### config.mk
export PLATFORM = sky130hd
export DESIGN_NAME = led_blinky_multi
export DESIGN_NICKNAME = d
export VERILOG_FILES = /design/src/rtl/led_pkg.sv /design/src/rtl/led_channel.sv /design/src/rtl/led_blinky_multi.sv
export SDC_FILE = /design/constraint.sdc
export NUM_CORES = 1
export LEC_CHECK = 0
export ABC_AREA = 1
export BUFFER_PORTS_ARGS = -buffer_cell sky130_fd_sc_hd__clkbuf_2
export CORE_ASPECT_RATIO = 1.1
export CORE_MARGIN = 2
export CORE_UTILIZATION = 40
export CTS_CLUSTER_SIZE = 12
export DETAILED_ROUTE_END_ITERATION = 16
export GPL_ROUTABILITY_DRIVEN = 0
export PLACE_DENSITY = 0.64
export SLEW_MARGIN = 20
export SYNTH_ARGS = -nofsm -noshare
export SYNTH_HDL_FRONTEND = slang
export SYNTH_SLANG_ARGS = --single-unit
### constraint.sdc
create_clock -name i_clk -period 11.9 [get_ports i_clk]
set_input_delay 0.595 -clock i_clk [delete_from_list [all_inputs] [get_ports i_clk]]
set_output_delay 0.595 -clock i_clk [all_outputs]
set_load 0.02 [all_outputs]
### src/rtl/led_pkg.sv
// Shared mode encoding for the multi-channel LED driver.
package led_pkg;

   localparam int MODE_W = 2;

   typedef enum logic [MODE_W-1:0] {
      MODE_OFF     = 2'd0,
      MODE_ON      = 2'd1,
      MODE_BLINK   = 2'd2,
      MODE_BREATHE = 2'd3
   } led_mode_e;

endpackage

### src/rtl/led_channel.sv
// One LED channel: mode/period config, period counter, blink and breathe
// state, and the registered LED/tick outputs.
module led_channel
   import led_pkg::*;
#(
   parameter int               CNT_W      = 24,
   parameter int               PWM_W      = 8,
   parameter logic [CNT_W-1:0] RST_PERIOD = '0
) (
   input  logic              i_clk,
   input  logic              i_arst,
   input  logic              i_en,
   input  logic              i_wr,
   input  logic [MODE_W-1:0] i_wr_mode,
   input  logic [CNT_W-1:0]  i_wr_period,
   input  logic [PWM_W-1:0]  i_carrier,
   output logic              o_led,
   output logic              o_tick
);

   localparam logic [PWM_W-1:0] DUTY_MAX = {PWM_W{1'b1}};

   led_mode_e        mode_q,   mode_d;
   logic [CNT_W-1:0] period_q, period_d;
   logic [CNT_W-1:0] cnt_q,    cnt_d;
   logic             blink_q,  blink_d;
   logic [PWM_W-1:0] duty_q,   duty_d;
   logic             down_q,   down_d;
   logic             led_q,    led_d;
   logic             tick_q,   tick_d;

   logic             running;
   logic [CNT_W-1:0] last_cnt;
   logic             wrap;

   assign running  = (mode_q == MODE_BLINK) || (mode_q == MODE_BREATHE);
   // A period of 0 behaves as 1, so the terminal count is 0 in both cases.
   assign last_cnt = (period_q == '0) ? '0 : period_q - CNT_W'(1);
   assign wrap     = running && i_en && (cnt_q == last_cnt);

   always_comb begin
      mode_d   = mode_q;
      period_d = period_q;
      cnt_d    = cnt_q;
      blink_d  = blink_q;
      duty_d   = duty_q;
      down_d   = down_q;
      tick_d   = 1'b0;
      led_d    = 1'b0;

      unique case (mode_q)
         MODE_OFF:     led_d = 1'b0;
         MODE_ON:      led_d = 1'b1;
         MODE_BLINK:   led_d = i_en ? blink_q : led_q;
         MODE_BREATHE: led_d = i_en ? (duty_q > i_carrier) : led_q;
         default:      led_d = 1'b0;
      endcase

      // A write on the wrap cycle takes priority and suppresses that tick.
      if (i_wr) begin
         mode_d   = led_mode_e'(i_wr_mode);
         period_d = i_wr_period;
         cnt_d    = '0;
         blink_d  = 1'b0;
         duty_d   = '0;
         down_d   = 1'b0;
      end else if (wrap) begin
         cnt_d  = '0;
         tick_d = 1'b1;
         if (mode_q == MODE_BLINK) begin
            blink_d = ~blink_q;
         end else if (!down_q) begin
            if (duty_q == DUTY_MAX) begin
               down_d = 1'b1;
               duty_d = DUTY_MAX - PWM_W'(1);
            end else begin
               duty_d = duty_q + PWM_W'(1);
            end
         end else begin
            if (duty_q == '0) begin
               down_d = 1'b0;
               duty_d = PWM_W'(1);
            end else begin
               duty_d = duty_q - PWM_W'(1);
            end
         end
      end else if (running && i_en) begin
         cnt_d = cnt_q + CNT_W'(1);
      end else if (!running) begin
         cnt_d = '0;
      end
   end

   always_ff @(posedge i_clk or posedge i_arst) begin
      if (i_arst) begin
         mode_q   <= MODE_OFF;
         period_q <= RST_PERIOD;
         cnt_q    <= '0;
         blink_q  <= 1'b0;
         duty_q   <= '0;
         down_q   <= 1'b0;
         led_q    <= 1'b0;
         tick_q   <= 1'b0;
      end else begin
         mode_q   <= mode_d;
         period_q <= period_d;
         cnt_q    <= cnt_d;
         blink_q  <= blink_d;
         duty_q   <= duty_d;
         down_q   <= down_d;
         led_q    <= led_d;
         tick_q   <= tick_d;
      end
   end

   assign o_led  = led_q;
   assign o_tick = tick_q;

endmodule

### src/rtl/led_blinky_multi.sv
// Multi-channel LED driver: write decode, shared PWM carrier and one
// led_channel instance per LED.
module led_blinky_multi
   import led_pkg::*;
#(
   parameter int  CHANNELS       = 4,
   parameter int  CNT_W          = 24,
   parameter int  PWM_W          = 8,
   parameter int  DEFAULT_PERIOD = 25,
   localparam int CH_W           = (CHANNELS > 1) ? $clog2(CHANNELS) : 1
) (
   input  logic                i_clk,
   input  logic                i_arst,
   input  logic                i_en,
   input  logic                i_wr_en,
   input  logic [CH_W-1:0]     i_wr_ch,
   input  logic [MODE_W-1:0]   i_wr_mode,
   input  logic [CNT_W-1:0]    i_wr_period,
   output logic [CHANNELS-1:0] o_led,
   output logic [CHANNELS-1:0] o_tick
);

   localparam logic [CNT_W-1:0] RST_PERIOD = CNT_W'(DEFAULT_PERIOD);

   logic [PWM_W-1:0] pwm_q, pwm_d;
   logic             wr_ok;

   // The carrier free-runs across config writes so channels stay phase-aligned.
   always_comb begin
      pwm_d = pwm_q;
      if (i_en) pwm_d = pwm_q + PWM_W'(1);
   end

   always_ff @(posedge i_clk or posedge i_arst) begin
      if (i_arst) pwm_q <= '0;
      else        pwm_q <= pwm_d;
   end

   assign wr_ok = i_wr_en && (32'(i_wr_ch) < 32'(CHANNELS));

   for (genvar g = 0; g < CHANNELS; g++) begin : g_ch
      led_channel #(
         .CNT_W      (CNT_W),
         .PWM_W      (PWM_W),
         .RST_PERIOD (RST_PERIOD)
      ) u_ch (
         .i_clk       (i_clk),
         .i_arst      (i_arst),
         .i_en        (i_en),
         .i_wr        (wr_ok && (i_wr_ch == CH_W'(g))),
         .i_wr_mode   (i_wr_mode),
         .i_wr_period (i_wr_period),
         .i_carrier   (pwm_q),
         .o_led       (o_led[g]),
         .o_tick      (o_tick[g])
      );
   end

endmodule

==> results.py <==
metrics = {
    "outcome": {
        "run_status": "finished clean",
    },
    "route": {
        "vias": 19060,
        "via_per_inst": 5.383,
        "firstDrtPassIters": 6,
        "wl_um": 55600,
        "post_drt_wl_per_cell_um": 15.70,
        "drtAntennaViolNets": 0,
        "route.detailed.drc": 0,
        "drt_iter0_markers": 1529,
    },
    "die": {
        "coreArea_mm2": 0.04684,
        "fp.dieW_um": 211.8,
        "io_pins": 40,
        "dieArea_mm2": 0.04927,
        "initial_core_util_pct": 40.57,
        "fp.dieH_um": 232.6,
        "placementRows": 83,
    },
    "sta": {
        "fin_setup_tns_ns": 0,
        "period_needed_ns": 3.541,
        "drv_slew": 0,
        "max_slew_margin_pct": 34.75,
        "tightest_slew_ns": 0.9787,
        "max_freq_mhz": 282.4,
        "setup_violations": 0,
        "rsz0062_at_grt": "false",
        "hold_slack_ns": 0.1440,
        "hold_viol": 0,
        "finalCritPeriodShare_pct": 29.75,
        "skew_ns": 0.01259,
    },
    "setup_path": {
        "end_kind": "register",
        "path_max_fanout": 45,
        "path_cells": "inv_1 -> ha_1 -> nand3_2 -> nor2_4 -> nand3_4 -> nand3_1 -> nand2_1 -> nand2_1 -> o21ai_0 -> nor2_1 -> nand2_1 -> nor2_1 -> nand2_1 -> nand2_2 -> nand2_2 -> nand2_1 -> nand2_1",
        "crit_family": "simple AND/OR/NAND/NOR gates",
        "crit_buf_inv": 1,
        "slowest_stage": "nand2_2",
        "crit_type": "reg2reg",
        "cp.required_ns": 12.36,
        "crit_path_start_kind": "register",
        "arrival_ns": 4.00,
        "critPathMaxStageDelay_ns": 0.53,
        "crit_top_cell": "nand2_1",
    },
    "power": {
        "peakVddDrop_v": 0.0001363,
        "leakage_nw": 9.916,
        "powerDensity_mw_per_mm2": 153.3,
        "total_power_mw": 3.183,
    },
    "yosys": {
        "yosys_warnings": 0,
        "ys_seq_area_share_pct": 33.79,
        "avgSynthCellArea_um2": 6.566,
        "synthesis.nets": 2979,
        "synth_area_mm2": 0.01900,
        "synth.ff_latch_count": 256,
        "synthCells": 2894,
        "synth.distinct_cells": 45,
    },
    "clock_tree": {
        "cts_tree": "yes",
        "ctsResizeCount": 0,
        "clkSlewWorstSetupHoldPaths_ns": 0.06,
        "clock_latency_ns": 0.58,
        "holdBufCountCts": 0,
        "cts_sinks": 256,
        "root_buffer": "clkbuf_16",
        "cts_max_level": 1,
        "cts_setup_buffers": 0,
        "cts_buffers": 30,
        "clockBufferDepth": 3,
    },
    "placement": {
        "port_buffers": 39,
        "dp_hpwl_um": 41220,
    },
    "run": {
        "maxCapViolCount": 0,
    },
    "cells_and_area": {
        "syn2layout_area_growth_pct": 9.231,
        "fin_util_pct": 44.32,
        "finalNetCount": 2964,
        "final_layout_size_suffix_gt1_share_pct": 5.684,
    },
    "grt": {
        "grt_max_degree": 165,
        "grt_use_total_pct": 22.43,
        "grt_pass1_vias": 17570,
        "antenna_found_initial": 1,
        "grt_pass1_wl_um": 89820,
        "grt.overflow.total": 0,
    },
    "min_path": {
        "worstHoldPathType": "in2async",
    },
}
cells in the final DEF, fill, tap and decap left out, types with 4 or more instances in the layout:
| cell | Yosys | layout |
|---|---|---|
| nand2_1 | 896 | 896 |
| inv_1 | 338 | 337 |
| nor2_1 | 316 | 316 |
| nand3_1 | 305 | 305 |
| dfrtp_1 | 244 | 244 |
| o21ai_0 | 190 | 190 |
| nand4_1 | 104 | 104 |
| o22ai_1 | 68 | 68 |
| xor2_1 | 59 | 59 |
| ha_1 | 53 | 53 |
| clkbuf_2 | 0 | 39 |
| nor3_1 | 38 | 37 |
| clkbuf_16 | 0 | 31 |
| a21oi_1 | 24 | 24 |
| a221oi_1 | 22 | 22 |
| or2_2 | 15 | 15 |
| xnor2_1 | 13 | 13 |
| dfstp_2 | 12 | 12 |
| nor2_2 | 11 | 11 |
| nand3b_1 | 10 | 10 |
| nor4_1 | 10 | 10 |
| a211oi_1 | 10 | 10 |
| clkbuf_8 | 0 | 8 |
| bufinv_16 | 0 | 8 |
| nand2_2 | 7 | 7 |
| o211ai_1 | 7 | 7 |
| nand3_2 | 5 | 5 |
| nor2_4 | 5 | 5 |
| clkinv_1 | 5 | 5 |
| a31oi_1 | 5 | 5 |
| clkbuf_1 | 53 | 5 |
| o221ai_1 | 4 | 4 |
| buf_4 | 16 | 4 |
layout make-up:
class                      instances  area (µm²)
sequential                       256        6421
antenna                            1       2.502
timing repair buffer              44       245.2
tap                              637       797.0
clock inverter                    12       265.3
fill                            4825       26080
inverter                         345        1303
multi-input combinational       2202       10820
clock buffer                      44       904.6
per-stage QoR:
stage / area (µm²) / std cells / worst slack [ns]
6_report: 20760 / 3541 / 8.359
2_1_floorplan: 19000 / 2894 / 4.283
3_3_place_gp: 19590 / 3484 / 8.535
4_1_cts: 20750 / 3540 / 8.423
3_5_place_dp: 19590 / 3484 / 8.419
5_1_grt: 20760 / 3541 / 7.952
cells in the mapped netlist:
cell type,instances,area [µm²]
nor2_8,1,20.02
o41ai_1,3,26.28
buf_4,16,120.1
nand3b_1,10,75.07
clkbuf_1,53,198.9
a211oi_1,10,75.07
inv_1,338,1269
or2_2,15,93.84
o21bai_1,2,15.01
nor2_4,5,56.30
nand4_1,104,650.6
o31ai_1,2,15.01
a31oi_1,5,31.28
nor3b_1,1,7.510
xnor2_1,13,113.9
a221oi_1,22,192.7
buf_2,12,60.06
ha_1,53,663.1
dfrtp_1,244,6106
nand2_1,896,3363
buf_6,10,112.6
a2111oi_0,1,8.760
xor2_1,59,516.8
clkinv_1,5,18.77
nor3_1,38,190.2
nand3_2,5,50.05
o21ai_0,190,950.9
nand2_2,7,43.79
nor3_2,3,30.03
nand3_4,3,52.55
nor2_2,11,68.82
o22ai_1,68,425.4
and2_1,2,12.51
nand2_4,3,33.78
a21oi_1,24,120.1
o211ai_1,7,52.55
inv_2,2,7.510
o221a_2,1,11.26
nor2_1,316,1186
nor4_1,10,62.56
o21ai_1,2,10.01
nand3_1,305,1526
o311ai_0,1,8.760
o221ai_1,4,35.03
dfstp_2,12,315.3
logic make-up (layout without fill, tap and decap cells):
group / after synthesis / after routing / share of synthesized area, %
and+or+nand+nor: 1735 / 1735 / 39.59
buffers and inverters: 436 / 445 / 9.402
AOI/OAI and AO/OA: 342 / 342 / 10.41
DFF: 256 / 256 / 33.79
xor gates and xnor gates: 72 / 72 / 3.318
adders and majority gates: 53 / 53 / 3.490
other: 0 / 1 / 0
per-layer routing:
metal	vias to the layer above	GRT usage [%]	share of wire (%)
met4	0	6.404	2.3
met2	617	37.38	47
met1	8893	30.72	45
met3	83	2.497	6.0
met5	-	0	0
li1	9469	-	-
flip-flops by register name (all words and copies together) (netlist names):
register	flops
g_ch.u_ch.period_q	96
g_ch.u_ch.mode_q	8
g_ch.u_ch.blink_q	4
g_ch.u_ch.duty_q	32
g_ch.u_ch.down_q	4
g_ch.u_ch.o_led	4
g_ch.u_ch.cnt_q	96
g_ch.u_ch.o_tick	4
pwm_q	8
worst paths after layout:
kind	startpoint	endpoint	slack (ns)	cells past startpoint
min in group i_clk	i_wr_period[19]	g_ch[0].u_ch.period_q[19]	0.34	3
worst max register to register	g_ch[2].u_ch.period_q[0]	g_ch[2].u_ch.duty_q[5]	8.36	17
worst min-delay path	i_arst	g_ch[0].u_ch.duty_q[5]	0.14	2
worst min register to register	pwm_q[6]	pwm_q[6]	0.51	1
max in group asynchronous	i_arst	g_ch[2].u_ch.mode_q[1]	10.36	3
worst max-delay path	g_ch[2].u_ch.period_q[0]	g_ch[2].u_ch.duty_q[5]	8.36	17
power by group:
part	switching (mW)	total [mW]	internal, mW
sequential	0.139	1.12	0.986
combinational	0.633	0.968	0.334
clock	0.393	1.09	0.696
total	1.17	3.18	2.02
No activity file was read; power rests on OpenSTA's default activity.
